**src/rtl/instruction_fetch.sv**
```systemverilog
// Fetch stage: holds the PC, reads a combinational instruction memory, and queues
// {pc, word} pairs in a small in-order buffer for decode; halts on an all-zero word.
module instruction_fetch #(
  parameter logic [31:0] RESET_PC = 32'h0000_0000,
  parameter int          DEPTH    = 2
) (
  input  logic        clk,
  input  logic        rst_n,
  output logic [31:0] instructionAddress,
  input  logic [31:0] instruction,
  input  logic        redirectValid,
  input  logic [31:0] redirectTarget,
  output logic        outValid,
  input  logic        outReady,
  output logic [31:0] outPC,
  output logic [31:0] outInstruction,
  output logic        halted
);

  localparam int PTR_W = (DEPTH > 1) ? $clog2(DEPTH) : 1;
  localparam int CNT_W = $clog2(DEPTH + 1);
  localparam logic [CNT_W-1:0] DEPTH_C = CNT_W'(DEPTH);

  typedef enum logic [0:0] {
    FETCH = 1'b0,
    HALT  = 1'b1
  } state_t;

  state_t            state_r, state_nxt_s;
  logic [31:0]       pc_r, pc_nxt_s;
  logic [CNT_W-1:0]  count_r;
  logic [PTR_W-1:0]  wr_ptr_r, rd_ptr_r;
  logic [31:0]       pc_mem_r    [DEPTH];
  logic [31:0]       instr_mem_r [DEPTH];
  logic              pop_s, space_s, push_s, flush_s;

  assign outValid           = (count_r != {CNT_W{1'b0}});
  assign outPC              = pc_mem_r[rd_ptr_r];
  assign outInstruction     = instr_mem_r[rd_ptr_r];
  assign halted             = (state_r == HALT);
  assign instructionAddress = pc_r;

  assign pop_s   = outValid && outReady;
  // A pop in the same cycle frees a slot, so a full buffer can still accept.
  assign space_s = (count_r < DEPTH_C) || pop_s;

  // Next-state, next-PC and push/flush decision, redirect taking priority.
  always_comb begin
    state_nxt_s = state_r;
    pc_nxt_s    = pc_r;
    push_s      = 1'b0;
    flush_s     = 1'b0;
    if (redirectValid) begin
      flush_s     = 1'b1;
      pc_nxt_s    = redirectTarget & 32'hFFFF_FFFC;
      state_nxt_s = FETCH;
    end else begin
      case (state_r)
        FETCH: begin
          if (space_s) begin
            if (instruction == 32'h0000_0000) begin
              state_nxt_s = HALT;
            end else begin
              push_s   = 1'b1;
              pc_nxt_s = pc_r + 32'd4;
            end
          end else begin
            pc_nxt_s = pc_r;
          end
        end
        HALT: begin
          state_nxt_s = HALT;
        end
        default: begin
          state_nxt_s = FETCH;
        end
      endcase
    end
  end

  // PC, state, buffer pointers, occupancy and storage.
  always_ff @(posedge clk or negedge rst_n) begin
    if (!rst_n) begin
      pc_r     <= RESET_PC;
      state_r  <= FETCH;
      count_r  <= {CNT_W{1'b0}};
      wr_ptr_r <= {PTR_W{1'b0}};
      rd_ptr_r <= {PTR_W{1'b0}};
      for (int i = 0; i < DEPTH; i++) begin
        pc_mem_r[i]    <= 32'h0000_0000;
        instr_mem_r[i] <= 32'h0000_0000;
      end
    end else begin
      pc_r    <= pc_nxt_s;
      state_r <= state_nxt_s;
      if (flush_s) begin
        count_r  <= {CNT_W{1'b0}};
        wr_ptr_r <= {PTR_W{1'b0}};
        rd_ptr_r <= {PTR_W{1'b0}};
      end else begin
        if (push_s) begin
          pc_mem_r[wr_ptr_r]    <= pc_r;
          instr_mem_r[wr_ptr_r] <= instruction;
          wr_ptr_r              <= wr_ptr_r + PTR_W'(1'b1);
        end
        if (pop_s) begin
          rd_ptr_r <= rd_ptr_r + PTR_W'(1'b1);
        end
        case ({push_s, pop_s})
          2'b10:   count_r <= count_r + CNT_W'(1'b1);
          2'b01:   count_r <= count_r - CNT_W'(1'b1);
          default: count_r <= count_r;
        endcase
      end
    end
  end

endmodule
```
**config.mk**
```make
export PLATFORM = sky130hd
export DESIGN_NAME = instruction_fetch
export DESIGN_NICKNAME = d
export VERILOG_FILES = /design/src/rtl/instruction_fetch.sv
export SDC_FILE = /design/constraint.sdc
export NUM_CORES = 1
export LEC_CHECK = 0
export CAP_MARGIN = 20
export CORE_ASPECT_RATIO = 1.1
export CORE_MARGIN = 3
export CORE_UTILIZATION = 35
export CTS_CLUSTER_DIAMETER = 100
export DETAILED_ROUTE_END_ITERATION = 10
export PLACE_DENSITY = 0.67
export REMOVE_ABC_BUFFERS = 1
export SYNTH_ARGS = -nofsm -noshare
export SYNTH_HDL_FRONTEND = slang
export SYNTH_SLANG_ARGS = --single-unit
```
**constraint.sdc**
```tcl
create_clock -name clk -period 2.1 [get_ports clk]
set_clock_uncertainty 0.15 [all_clocks]
set_input_delay 0.21 -clock clk [delete_from_list [all_inputs] [get_ports clk]]
set_output_delay 0.21 -clock clk [all_outputs]
set_load 0.1 [all_outputs]
```
==> key figures, run 1 <==
Worst hold path
  • HP Class: input port to flip-flop

Synth
  • Post-Synthesis Cells: 577
  • Mux contribution to synthesized area: 30.1%
  • Syn Std Cell Area: 7750 um2
  • Adder-Cell Fraction of Synth Area: 0.162%
  • Synth Area in Simple Gates: 7.62%
  • Avg Cell Area, Syn: 13.4 um2
  • Xor/xnor share of the synthesized area: 1.81%
  • Syn. warnings: 0
  • Synth Area in Compound Gates: 4.99%
  • Post-synth cell types: 45
  • Combinational family with the most area after synthesis: multiplexers
  • Synth Register Bits: 159
  • Post-synthesis sequential area ratio: 51.4%

Timing
  • Tmin final: 2.15 ns
  • Period Utilization, post-route: 102%
  • Fmax: 0.466 GHz
  • Max-slew violations: 0
  • RSZ-0062 raised after global routing: true
  • Final hold slack: 0.00643 ns
  • Final Hold Fails: 0
  • Setup-failing EPs final: 106
  • Final worst setup slack: -0.0456 ns

Critical path
  • CP Launch Type: input port
  • CP required: 2.24 ns
  • Max Fanout on Critical Path: 7
  • CP Class: input port to flip-flop
  • R2R Path Start: count_r[1]$_DFFE_PN0P_
  • Critical path endpoint: pc_mem_r[24]$_DFFE_PN0P_
  • Crit path DAT: 2.29 ns
  • Reg-to-Reg End: pc_mem_r[53]$_DFFE_PN0P_
  • Reg2Reg Depth: 8
  • CP startpoint: instruction[19]
  • Setup slack, reg-to-reg: -0.02 ns
  • CP endpoint kind: flip-flop

Floorplanning
  • I/O Pins: 166
  • Die Area: 24000 um2
  • Row cnt: 56
  • Die extent in y: 162 um
  • Die width: 148 um
  • Initial Util: 36.0%
  • Core area: 21500 um2

Routing
  • DR WL/cell: 19.5 um
  • DR DRC count: 0
  • Vias: 5658
  • DRT antenna net count: 0
  • Max Used Layer: met4
  • DR vias/cell: 4.94
  • WL met2: 11200 um
  • Routed WL: 22300 um
  • WL met3: 818 um
  • WL met1: 10100 um
  • DR iter-0 viols: 233
  • Pre-antenna DRT Iters: 5

Power and ir drop
  • Part of the power in registers: 26.2%
  • VDD IR max: 809 uV
  • Power share of the clock group: 20.3%
  • Int Power: 9710 uW
  • Switching part of the total: 42.0%
  • Total power: 16700 uW
  • Pwr/cell area: 1360 nW/um2
  • Psw: 7030 uW
  • Leak pwr: 0.00566 uW
  • Logic pwr share: 53.5%

GRT
  • Largest net degree at the start of global routing: 46
  • GRT Overall Usage: 17.5%
  • Global route overflow: 0
  • Global-route wire length before repair: 33100 um
  • Number of global-route vias before repair: 6048
  • Initial antenna violation count: 0

Placed design
  • I/O Buffers: 159
  • Dpl cells: 1076
  • Setup WS pre-CTS: -0.805 ns
  • Final HPWL DP: 13800 um
  • GPL Wtd Cong: 0.789

Final layout
  • Fin util: 57.0%
  • Diodes inserted: 0
  • Layout Cells excl Fill: 1145
  • Layout Area Growth over Synthesis: 58.4%
  • Commonest non-fill, non-tap cell in the layout: dfrtp_1
  • Fin nets: 912
  • Ratio of cells with drive above 1 in the final layout: 52.0%
  • Most frequent cells in the layout: dfrtp_1, buf_4, mux2_4

Run status
  • Violated checks: negative setup slack
  • Status: finished with violations

CTS
  • Clock slew at reported path FFs: 0.06 ns
  • CTS H-tree depth: 4
  • Worst-skew pair later-pin latency: 0.41 ns
  • Clock Tree Buf Depth: 2
  • CTS root buffer: clkbuf_16
  • Num CTS Buffers: 17
  • Clk sinks: 159
  • CTS tree: yes

Flow run
  • Maxcap violations: 0
## worst min-delay path by stage
stage	from	to	depth (start not counted)
floorplan	rst_n	count_r[0]$_DFFE_PN0P_	0
global placement	rst_n	instr_mem_r[34]$_DFFE_PN0P_	1
detailed placement	rst_n	instr_mem_r[34]$_DFFE_PN0P_	1
CTS	instruction[5]	instr_mem_r[5]$_DFFE_PN0P_	2
global route	instruction[25]	instr_mem_r[57]$_DFFE_PN0P_	3
finish	instruction[25]	instr_mem_r[25]$_DFFE_PN0P_	3
## synthesized netlist by cell type, drive strengths merged
cell type	count	share of area, %
mux2	186	30
dfrtp	159	51
buf	27	3.1
o21ai	27	1.8
nor2	23	1.2
nand2	21	1.0
a31oi	14	1.1
xor2	14	1.6
clkbuf	12	0.58
nand3	12	0.78
or3	12	0.97
nor4	9	0.92
o211ai	8	0.78
and3	6	0.48
nand4	6	0.48
o2111ai	5	0.57
inv	4	0.19
or4	4	0.39
nor2b	3	0.24
o31ai	3	0.29
a21oi	2	0.13
and2	2	0.16
and4	2	0.23
nand2b	2	0.16
nor3	2	0.13
xnor2	2	0.23
and4bb	1	0.16
conb	1	0.048
ha	1	0.16
mux2i	1	0.13
nand3b	1	0.097
nor4b	1	0.11
o21a	1	0.097
o21bai	1	0.097
o31a	1	0.11
or2	1	0.081
## repair_timing
item / CTS / global route
pin swaps: 18 / 21
endpoints found under the setup margin: 148 / 159
endpoints found under the hold margin: 126 / 9
gates cloned: 7 / 9
buffers inserted: 8 / 10
gates resized for setup: 46 / 99
hold buffers: 1 / 5
## per-stage QoR
| stage | area (um2) | setup TNS (ns) |
|---|---|---|
| finish | 12300 | -1.74 |
| global route | 12300 | -5.62 |
| CTS | 11700 | -3.81 |
| detailed placement | 10700 | -103.40 |
| global placement | 10700 | -100.51 |
| floorplan | 7470 | -309.45 |
## final cells by class
type                    instances  area, um2
clock buffers                  18        429
clock inverters                13        213
fillers                      1744       9240
inverters                       4       15.0
multi-input cells             378       3780
flip-flops and latches        159       3980
well taps                     290        363
repair buffers                283       3490
## cell families (layout without fill, tap and decap cells)
kind of cell / after synthesis / after routing
AOI/OAI and AO/OA: 62 / 62
xor gates and xnor gates: 16 / 16
adders and majority gates: 1 / 1
buffers and inverters: 43 / 318
DFF: 159 / 159
muxes: 187 / 187
other: 1 / 4
and+or+nand+nor: 108 / 108
## state kept, by name (all words and copies together) (netlist names)
signal	count
instr_mem_r	64
pc_mem_r	60
instructionAddress	30
count_r	2
halted	1
rd_ptr_r	1
wr_ptr_r	1
## power by group through the flow
| stage | combinational (uW) | clock [uW] | sequential [uW] |
|---|---|---|---|
| floorplan | 5110 | 0 | 4770 |
| global placement | 8370 | 0 | 4370 |
| detailed placement | 8430 | 0 | 4400 |
| CTS | 8610 | 3470 | 4350 |
| global route | 9220 | 3600 | 4500 |
| finish | 8950 | 3400 | 4390 |
## worst max-delay path, cell delays in order
cell and delay [ns]:
dlygate4sd2_1 0.27, nor4_2 0.41, nand4_1 0.26, o21ai_2 0.19, nand3b_1 0.24, buf_12 0.20
clkbuf_16 0.19, mux2_4 0.30
## per-layer routing
| metal | global-route usage, % | vias up |
|---|---|---|
| met4 | 4.33 | 0 |
| li1 | - | 2634 |
| met2 | 30.2 | 118 |
| met1 | 22.7 | 2886 |
| met5 | 0 | - |
| met3 | 3.85 | 20 |
Power figures use the tool's default switching activity.
==> run 2, diff against run 1 <==
MAX_ROUTING_LAYER = met4   (was default)
==> run 2 against run 1 <==
  * Worst hold slack hardly changed
  * The flow still finishes with violations (negative setup slack)
  * Maximum frequency is 0.14% lower
  * Via count hardly changed
  * Register-to-register slack hardly changed
  * Non-clock buffer count stayed put
  * Power hardly changed
==> key figures, run 2 (synthesized netlist as in run 1, its figures left out) <==
Timing
  • Fmax: 0.465 GHz (-0.14%)
  • Final Hold Fails: 0 (unchanged)
  • RSZ-0062 raised after global routing: true
  • Tmin final: 2.15 ns (+0.00311 ns)
  • Period Utilization, post-route: 102% (+0.15 points)
  • Setup-failing EPs final: 110 (+3.8%)
  • Final worst setup slack: -0.0487 ns (-0.00311 ns)
  • Max-slew violations: 0 (unchanged)

Critical path
  • Critical Path Slowest Stage Cell: nor4_2
  • CP endpoint kind: flip-flop
  • Reg2Reg Depth: 8 (unchanged)
  • R2R Path Start: count_r[1]$_DFFE_PN0P_
  • Critical path cell sequence: dlygate4sd2_1 -> nor4_2 -> nand4_1 -> o21ai_2 -> nand3b_1 -> buf_12 -> clkbuf_16 -> mux2_4
  • Max incr delay on CP: 0.41 ns (about the same)
  • Worst Path Buf+Inv: 3 (unchanged)
  • Crit path DAT: 2.29 ns (about the same)
  • Delay-heaviest family, CP: simple AND/OR/NAND/NOR gates
  • Max Fanout on Critical Path: 7 (unchanged)
  • Setup slack, reg-to-reg: -0.03 ns (about the same)
  • Reg-to-Reg End: pc_mem_r[53]$_DFFE_PN0P_
  • CP required: 2.25 ns (about the same)
  • CP Class: input port to flip-flop
  • CP Launch Type: input port

Final layout
  • Post-route cell area: 12300 um2 (unchanged)
  • Layout Area Growth over Synthesis: 58.4% (unchanged)
  • Commonest non-fill, non-tap cell in the layout: dfrtp_1
  • Diodes inserted: 0 (unchanged)
  • Fillers: 1744 (unchanged)
  • Fin nets: 912 (unchanged)
  • Ratio of cells with drive above 1 in the final layout: 52.0% (unchanged)
  • Layout Cells excl Fill: 1145 (unchanged)
  • Max FFs per register: 64 (unchanged)
  • Most frequent cells in the layout: dfrtp_1, buf_4, mux2_4
  • Top reg by flops: instr_mem_r

Floorplanning
  • Die Area: 24000 um2 (unchanged)
  • Die width: 148 um (unchanged)
  • Die extent in y: 162 um (unchanged)
  • Core area: 21500 um2 (unchanged)
  • Initial Util: 36.0% (unchanged)
  • Row cnt: 56 (unchanged)
  • I/O Pins: 166 (unchanged)

Power and ir drop
  • Pwr/cell area: 1360 nW/um2 (about the same)
  • Leak pwr: 0.00566 uW (unchanged)
  • VDD IR max: 808 uV (about the same)

GRT
  • Largest net degree at the start of global routing: 46 (unchanged)
  • Global-route wire length before repair: 33100 um (about the same)
  • Global route overflow: 0 (unchanged)
  • Number of global-route vias before repair: 6031 (-0.28%)
  • Initial antenna violation count: 0 (unchanged)
  • GRT Overall Usage: 18.1% (+0.52 points)

CTS
  • Num CTS Buffers: 17 (unchanged)
  • CTS H-tree depth: 4 (unchanged)
  • CTS root buffer: clkbuf_16
  • Worst-skew pair later-pin latency: 0.41 ns (about the same)
  • Clock Tree Buf Depth: 2 (unchanged)
  • Clk sinks: 159 (unchanged)
  • CTS tree: yes
  • Clock slew at reported path FFs: 0.06 ns (about the same)

Routing
  • DR vias/cell: 4.94 (about the same)
  • DR DRC count: 0 (unchanged)
  • Vias: 5655 (-0.053%)
  • DR WL/cell: 19.5 um (about the same)
  • Pre-antenna DRT Iters: 4 (-1)
  • Routed WL: 22300 um (about the same)
  • DRT antenna net count: 0 (unchanged)
  • DR iter-0 viols: 237 (+1.7%)

Run status
  • Violated checks: negative setup slack
  • Status: finished with violations

Placed design
  • GPL Wtd Cong: 0.800 (+1.4%)
  • Post-DP Area: 10700 um2 (unchanged)
  • Setup WS pre-CTS: -0.805 ns (unchanged)
  • Final HPWL DP: 13800 um (unchanged)
  • I/O Buffers: 159 (unchanged)
  • Dpl cells: 1076 (unchanged)

Worst hold path
  • Hold Path Sink: instr_mem_r[25]$_DFFE_PN0P_
  • HP Start: instruction[25]
  • Hold depth: 3 (unchanged)
  • HP Class: input port to flip-flop

Flow run
  • Maxcap violations: 0 (unchanged)
==> run 2: cell counts in the layout (fill, tap and decap cells not counted) <==
Identical to the previous run, type by type.
==> run 2: how the worst max path moves through the flow <==
| stage | startpoint | endpoint | slack [ns] | depth (start not counted) |
|---|---|---|---|---|
| after global placement | instruction[3] | pc_mem_r[23]$_DFFE_PN0P_ | -0.75 | 8 |
| after CTS | count_r[1]$_DFFE_PN0P_ | pc_mem_r[44]$_DFFE_PN0P_ | -0.08 | 8 |
| after floorplan | instruction[30] | instr_mem_r[51]$_DFFE_PN0P_ | -2.38 | 5 |
| final | instruction[19] | pc_mem_r[24]$_DFFE_PN0P_ | -0.05 | 8 |
| after global routing | count_r[1]$_DFFE_PN0P_ | pc_mem_r[53]$_DFFE_PN0P_ | -0.09 | 8 |
| after detailed placement | instruction[21] | instr_mem_r[28]$_DFFE_PN0P_ | -0.80 | 8 |
==> run 2: cell type report <==
cell class              instances  area, um2  share of cell area (%)
repair buffers                283       3490                    28.4
well taps                     290        363                    2.96
clock inverters                13        213                    1.73
multi-input cells             378       3780                    30.8
flip-flops and latches        159       3980                    32.4
clock buffers                  18        429                    3.50
inverters                       4       15.0                   0.122
==> run 2: worst min-delay path: stages <==
cell and delay, ns:
clkbuf_2 0.10, buf_4 0.11, mux2_1 0.11
==> run 2: stage by stage <==
step                      hold slack (ns)  utilization (%)  total power [uW]  TNS, ns
final                             0.00660             57.0             16700    -2.36
after global routing              0.00651             57.0             17300    -5.62
after detailed placement           0.0265             49.9             12800  -103.40
after floorplan                    -0.236                -              9880  -309.45
after CTS                          0.0371             54.6             16400    -3.81
after global placement             0.0232             49.9             12700  -100.51
==> run 2: power by group <==
group          switching [uW]  internal, uW  total (uW)
sequential                474          3910        4390
combinational            5270          3680        8950
clock                    1290          2110        3410
==> run 2: routing by layer <==
| metal | up-vias | track usage, % | routed length (um) |
|---|---|---|---|
| li1 | 2635 | - | - |
| met2 | 123 | 30.1 | 11100 |
| met4 | 0 | 4.33 | 306 |
| met5 | - | - | 0 |
| met1 | 2877 | 22.8 | 10100 |
| met3 | 20 | 3.66 | 801 |
==> run 2: what timing repair did <==
action	CTS	global route
setup buffers	8	10
resized for setup	46	99
hold buffers	1	5
setup endpoints to repair	148	159
pin swaps	18	21
hold endpoints to repair	126	9
cloned	7	9
